--- src/rtl/alu_operand_stage.sv ---
`default_nettype none
// ============================================================================
// alu_operand_stage : one-entry operand latch between decode and the ALU with
// EX/MEM forwarding, load-use stall and flush. Optional MEM/WB forwarding is
// enabled by defining ALU_OPERAND_FWD_MEMWB_EN.   Revision: 1.0
// ============================================================================
module alu_operand_stage (
  input  logic        clk_i,
  input  logic        rst_i,
  // decode side
  input  logic        in_valid_i,
  output logic        in_ready_o,
  input  logic [31:0] rs_data_i,
  input  logic [31:0] rt_data_i,
  input  logic [4:0]  rs_addr_i,
  input  logic [4:0]  rt_addr_i,
  input  logic [4:0]  rd_i,
  input  logic [31:0] imm_i,
  input  logic        alu_src_i,
  input  logic [3:0]  ctrl_i,
  input  logic [4:0]  shamt_i,
  input  logic        reg_write_i,
  input  logic        mem_read_i,
  input  logic        flush_i,
  // EX/MEM producer
  input  logic [4:0]  exmem_rd_i,
  input  logic        exmem_regwrite_i,
  input  logic        exmem_memread_i,
  input  logic [31:0] exmem_result_i,
  // MEM/WB producer
  input  logic [4:0]  memwb_rd_i,
  input  logic        memwb_regwrite_i,
  input  logic [31:0] memwb_data_i,
  // ALU side
  output logic        out_valid_o,
  input  logic        out_ready_i,
  output logic [31:0] src1_o,
  output logic [31:0] src2_o,
  output logic [3:0]  ctrl_o,
  output logic [4:0]  shamt_o,
  output logic [4:0]  rd_o,
  output logic        reg_write_o,
  output logic        mem_read_o
);

  typedef enum logic [1:0] {
    ST_EMPTY = 2'd0,
    ST_FULL  = 2'd1,
    ST_STALL = 2'd2
  } state_e;

  typedef struct packed {
    logic [31:0] rs_data;
    logic [31:0] rt_data;
    logic [31:0] imm;
    logic [4:0]  rs_addr;
    logic [4:0]  rt_addr;
    logic [4:0]  rd;
    logic [4:0]  shamt;
    logic [3:0]  ctrl;
    logic        alu_src;
    logic        reg_write;
    logic        mem_read;
  } entry_t;

  state_e state_q, state_d;
  entry_t entry_q, entry_d, entry_in;

  logic is_empty, is_full, capture;
  logic load_pending, hazard_held, hazard_new;
  logic ex_fwd_ok, ex_hit_rs, ex_hit_rt;
  logic mw_hit_rs, mw_hit_rt;
  logic [31:0] rt_fwd;

  assign is_empty = (state_q == ST_EMPTY);
  assign is_full  = (state_q == ST_FULL);

  assign in_ready_o  = is_empty | (is_full & out_ready_i);
  assign out_valid_o = is_full;
  assign capture     = in_valid_i & in_ready_o;

  always_comb begin
    entry_in           = '0;
    entry_in.rs_data   = rs_data_i;
    entry_in.rt_data   = rt_data_i;
    entry_in.imm       = imm_i;
    entry_in.rs_addr   = rs_addr_i;
    entry_in.rt_addr   = rt_addr_i;
    entry_in.rd        = rd_i;
    entry_in.shamt     = shamt_i;
    entry_in.ctrl      = ctrl_i;
    entry_in.alu_src   = alu_src_i;
    entry_in.reg_write = reg_write_i;
    entry_in.mem_read  = mem_read_i;
  end

  // A load in EX/MEM cannot forward yet; any consumer of its rd must wait.
  assign load_pending = exmem_memread_i & exmem_regwrite_i & (exmem_rd_i != 5'd0);
  assign hazard_held  = load_pending &
                        ((exmem_rd_i == entry_q.rs_addr) |
                         (~entry_q.alu_src & (exmem_rd_i == entry_q.rt_addr)));
  assign hazard_new   = load_pending &
                        ((exmem_rd_i == rs_addr_i) |
                         (~alu_src_i & (exmem_rd_i == rt_addr_i)));

  always_comb begin
    state_d = state_q;
    entry_d = entry_q;
    if (flush_i) begin
      state_d = ST_EMPTY;
    end else if (capture) begin
      entry_d = entry_in;
      state_d = hazard_new ? ST_STALL : ST_FULL;
    end else begin
      case (state_q)
        ST_EMPTY: state_d = ST_EMPTY;
        ST_FULL: begin
          if (out_ready_i) begin
            state_d = ST_EMPTY;
          end else if (hazard_held) begin
            state_d = ST_STALL;
          end
        end
        ST_STALL: begin
          if (!hazard_held) begin
            state_d = ST_FULL;
          end
        end
        default: state_d = ST_EMPTY;
      endcase
    end
  end

  always_ff @(posedge clk_i or negedge rst_i) begin
    if (!rst_i) begin
      state_q <= ST_EMPTY;
      entry_q <= '0;
    end else begin
      state_q <= state_d;
      entry_q <= entry_d;
    end
  end

  // Register 0 is never forwarded; the rd != 0 term guarantees that.
  assign ex_fwd_ok = exmem_regwrite_i & ~exmem_memread_i & (exmem_rd_i != 5'd0);
  assign ex_hit_rs = ex_fwd_ok & (exmem_rd_i == entry_q.rs_addr);
  assign ex_hit_rt = ex_fwd_ok & (exmem_rd_i == entry_q.rt_addr);

`ifdef ALU_OPERAND_FWD_MEMWB_EN
  logic mw_fwd_ok;
  assign mw_fwd_ok = memwb_regwrite_i & (memwb_rd_i != 5'd0);
  assign mw_hit_rs = mw_fwd_ok & (memwb_rd_i == entry_q.rs_addr);
  assign mw_hit_rt = mw_fwd_ok & (memwb_rd_i == entry_q.rt_addr);
`else
  // Register file writes before it is read, so MEM/WB data is already in rs/rt_data.
  logic unused_memwb;
  assign unused_memwb = ^{memwb_rd_i, memwb_regwrite_i, memwb_data_i};
  assign mw_hit_rs    = 1'b0;
  assign mw_hit_rt    = 1'b0;
`endif

  assign src1_o = ex_hit_rs ? exmem_result_i :
                  mw_hit_rs ? memwb_data_i   : entry_q.rs_data;
  assign rt_fwd = ex_hit_rt ? exmem_result_i :
                  mw_hit_rt ? memwb_data_i   : entry_q.rt_data;
  assign src2_o = entry_q.alu_src ? entry_q.imm : rt_fwd;

  assign ctrl_o      = entry_q.ctrl;
  assign shamt_o     = entry_q.shamt;
  assign rd_o        = entry_q.rd;
  assign reg_write_o = entry_q.reg_write & is_full;
  assign mem_read_o  = entry_q.mem_read & is_full;

endmodule
`default_nettype wire

--- config.mk ---
export PLATFORM = sky130hd
export DESIGN_NAME = alu_operand_stage
export DESIGN_NICKNAME = d
export VERILOG_FILES = /design/src/rtl/alu_operand_stage.sv
export SDC_FILE = /design/constraint.sdc
export NUM_CORES = 1
export LEC_CHECK = 0
export BUFFER_PORTS_ARGS = -buffer_cell sky130_fd_sc_hd__buf_2
export CORE_MARGIN = 5
export CORE_UTILIZATION = 48
export CTS_CLUSTER_SIZE = 20
export DETAILED_ROUTE_END_ITERATION = 6
export GPL_ROUTABILITY_DRIVEN = 1
export PLACE_DENSITY = 0.81
export SYNTH_ARGS = -nofsm -noshare
export SYNTH_HDL_FRONTEND = slang
export SYNTH_SLANG_ARGS = --single-unit
export TNS_END_PERCENT = 100
--- constraint.sdc ---
create_clock -name clk_i -period 3.1 [get_ports clk_i]
set_input_delay 0.62 -clock clk_i [delete_from_list [all_inputs] [get_ports clk_i]]
set_output_delay 0.62 -clock clk_i [all_outputs]
set_load 0.005 [all_outputs]
==> run summary <==
Antenna Cells = 0
Power Total = 5.40 mW
Root buf cell = clkbuf_16
Post-synth top area cell = dfrtp_1
Measured slew at the worst slew-check pin = 740 ps
# IOs = 287
Grt ovf = 0
Synth unique cells = 36
Detailed-route DRC error count = 0
Global-route wire length before repair = 25900 um
Critical path class = reg2out
YS warnings = 0
Placed inst area = 0.00769 mm^2
Routed wire length = 15800 um
Crit. End Element = primary output
R2r setup slk = 870 ps
Crit path arrival time = 2340 ps
Fillers = 1018
Req. time, crit path = 2480 ps
Initial antenna violation count = 0
Pleak = 3.86 nW
Number of global-route vias before repair = 5169
CTS tree = done
Critical Path Source Type = register
Clk pin slew, worst setup/hold paths = 50 ps
Routability cong. = 0.841
Initial Util = 0.487
Yosys top cell area share = 0.489
Slew Viols, Final = 0
Synth Register Bits = 125
Buf/Inv on CP = 2
CTS Buf Count = 17
Relative slew slack = 0.507
CTS Hold Bufs = 0
Final ANT Viol Nets = 0
Max Fclk = 338 MHz
Hold Fails Final Rpt = 0
Placed cell count = 868
Largest net degree at the start of global routing = 65
Power per Cell Area = 649 mW/mm^2
P&R area growth vs syn = 30.1%
Drt pass-1 iters = 4
Clk Latency, worst-skew pair = 410 ps
Per-cell routed wire length = 17.6 um
DR vias/cell = 5.12
Fin crit share = 0.954
Layout cells sized above 1 = 0.624
Synth area leaders = dfrtp_1, mux2_2, mux2_4
Worst Hold Class = in2async
Register area = 0.00313 mm^2
Sequential fraction of the synthesis area = 0.489
All-Layer GR Usage = 0.207
PortBufs = 248
Post-Syn Nets = 689
Worst VDD drop = 0.000383 V
Crit path max-delay family = simple AND/OR/NAND/NOR gates
Outcome = completed
CORE AREA = 0.0131 mm^2
Slowest Stage Delay on Critical Path = 390 ps
Syn Area/Cell = 13.3 um^2
Die height = 125 um
Die W = 125 um
Non-Filler Instances = 900
Worst-path maximum fanout = 20
Die area = 0.0157 mm^2
Critical path, cell by cell = xor2_1 -> nor3_2 -> nand2_1 -> nor3_4 -> buf_12 -> mux2i_1 -> o21ai_0 -> buf_2
Nets = 921
Htree depth = 4
Row cnt = 42
Via count = 4609
Clock sink total = 125
Footprint of the multi-input gates = 0.00294 mm^2
Commonest non-fill, non-tap cell in the layout = buf_2
Maximum buffer depth of the clock tree = 2
Mapped Cells = 480
Max-cap viol count = 0
Most frequent cells in the layout = buf_2, mux2_2, dfrtp_1
Post-route cell area = 0.00832 mm^2
CP max stage cell = dfrtp_1
Detailed Route Iter0 Violations = 269
Setup_tns = 0 ps
Hpwl dp = 11900 um
Synth Cell Area = 0.00639 mm^2
RSZ-0062 raised after global routing = false
Clk_skew = 5.98 ps
Final count of negative-setup-slack endpoints = 0
Crit path time final = 2960 ps
flip-flops by register name, indices dropped and copies added (netlist names):
signal	cells
state_q	2
entry_q	109
ctrl_o	4
shamt_o	5
rd_o	5
what timing repair did:
| action | in CTS | in global routing |
|---|---|---|
| setup buffers | 1 | 0 |
| endpoints found under the setup margin | 1 | 24 |
| gates resized for setup | 0 | 0 |
| pin swaps | 1 | 1 |
power by group:
part / internal, mW / leakage, nW / switching [mW]
Sequential: 1.95 / 1.47 / 0.193
Combinational: 0.715 / 2.07 / 0.489
Clock: 1.38 / 0.309 / 0.673
cells in the mapped netlist:
library cell    n
nand2_1        34
nand3_1         2
nor2_1          3
mux2i_1        33
buf_12          3
o211ai_2        1
or3_1           1
nor3b_1         1
a211oi_1        1
mux2_1          1
o21ai_4         1
nor3_1          2
a21oi_1         3
clkbuf_1        7
o21ai_0        27
nor2b_1         1
o21ai_1         5
a22oi_1         1
nor3_4          2
xor2_1         12
mux2_4         30
mux2_2        125
ha_1            4
buf_2          18
or4_4           1
and2_1          3
a21o_1          1
inv_1           2
xnor2_1         8
buf_6           4
nand3b_1        1
nand4_1         1
nor3_2          1
buf_4          14
dfrtp_1       125
mux2i_2         1
worst paths after layout:
path | start | to | depth (start not counted)
max | entry_q[20] | src2_o[6] | 8
min | rst_i | entry_q[26] | 1
max reg2reg | state_q[1] | entry_q[35] | 7
min reg2reg | rd_o[3] | rd_o[3] | 1
max in group asynchronous | rst_i | entry_q[35] | 2
min in group clk_i | imm_i[5] | entry_q[32] | 2
area by class of cell:
cell class                      instances  area share
Clock inverter                          6      0.0126
Tap cell                              176      0.0265
Clock buffer                           25      0.0620
Sequential cell                       125       0.376
Multi-Input combinational cell        307       0.353
Inverter                                2    0.000903
Timing Repair Buffer                  259       0.168
through the flow:
step | hold slack (ps) | util | worst slack [ps]
floorplan | 324 | - | 424
global placement | 482 | 0.585 | 66.0
detailed placement | 491 | 0.585 | 64.4
CTS | 99.4 | 0.633 | 43.5
global route | 118 | 0.633 | 13.4
finish | 113 | 0.633 | 144
logic make-up after synthesis:
group	count (synthesis)	share of synthesized area
AND/OR/NAND/NOR	53	0.0415
XOR/XNOR	20	0.0274
AO/OA/AOI/OAI	40	0.0354
buffers and inverters	48	0.0523
adder cells (fa/ha/maj)	4	0.00783
flip-flops	125	0.489
multiplexers	190	0.346
routing by layer:
layer,up-vias,part of all wire,GRT usage
met5,-,0,0
met4,0,0.018,0.0810
met3,25,0.075,0.0674
met2,174,0.52,0.361
met1,2259,0.39,0.236
li1,2151,-,-
No activity file was read; power rests on OpenSTA's default activity.
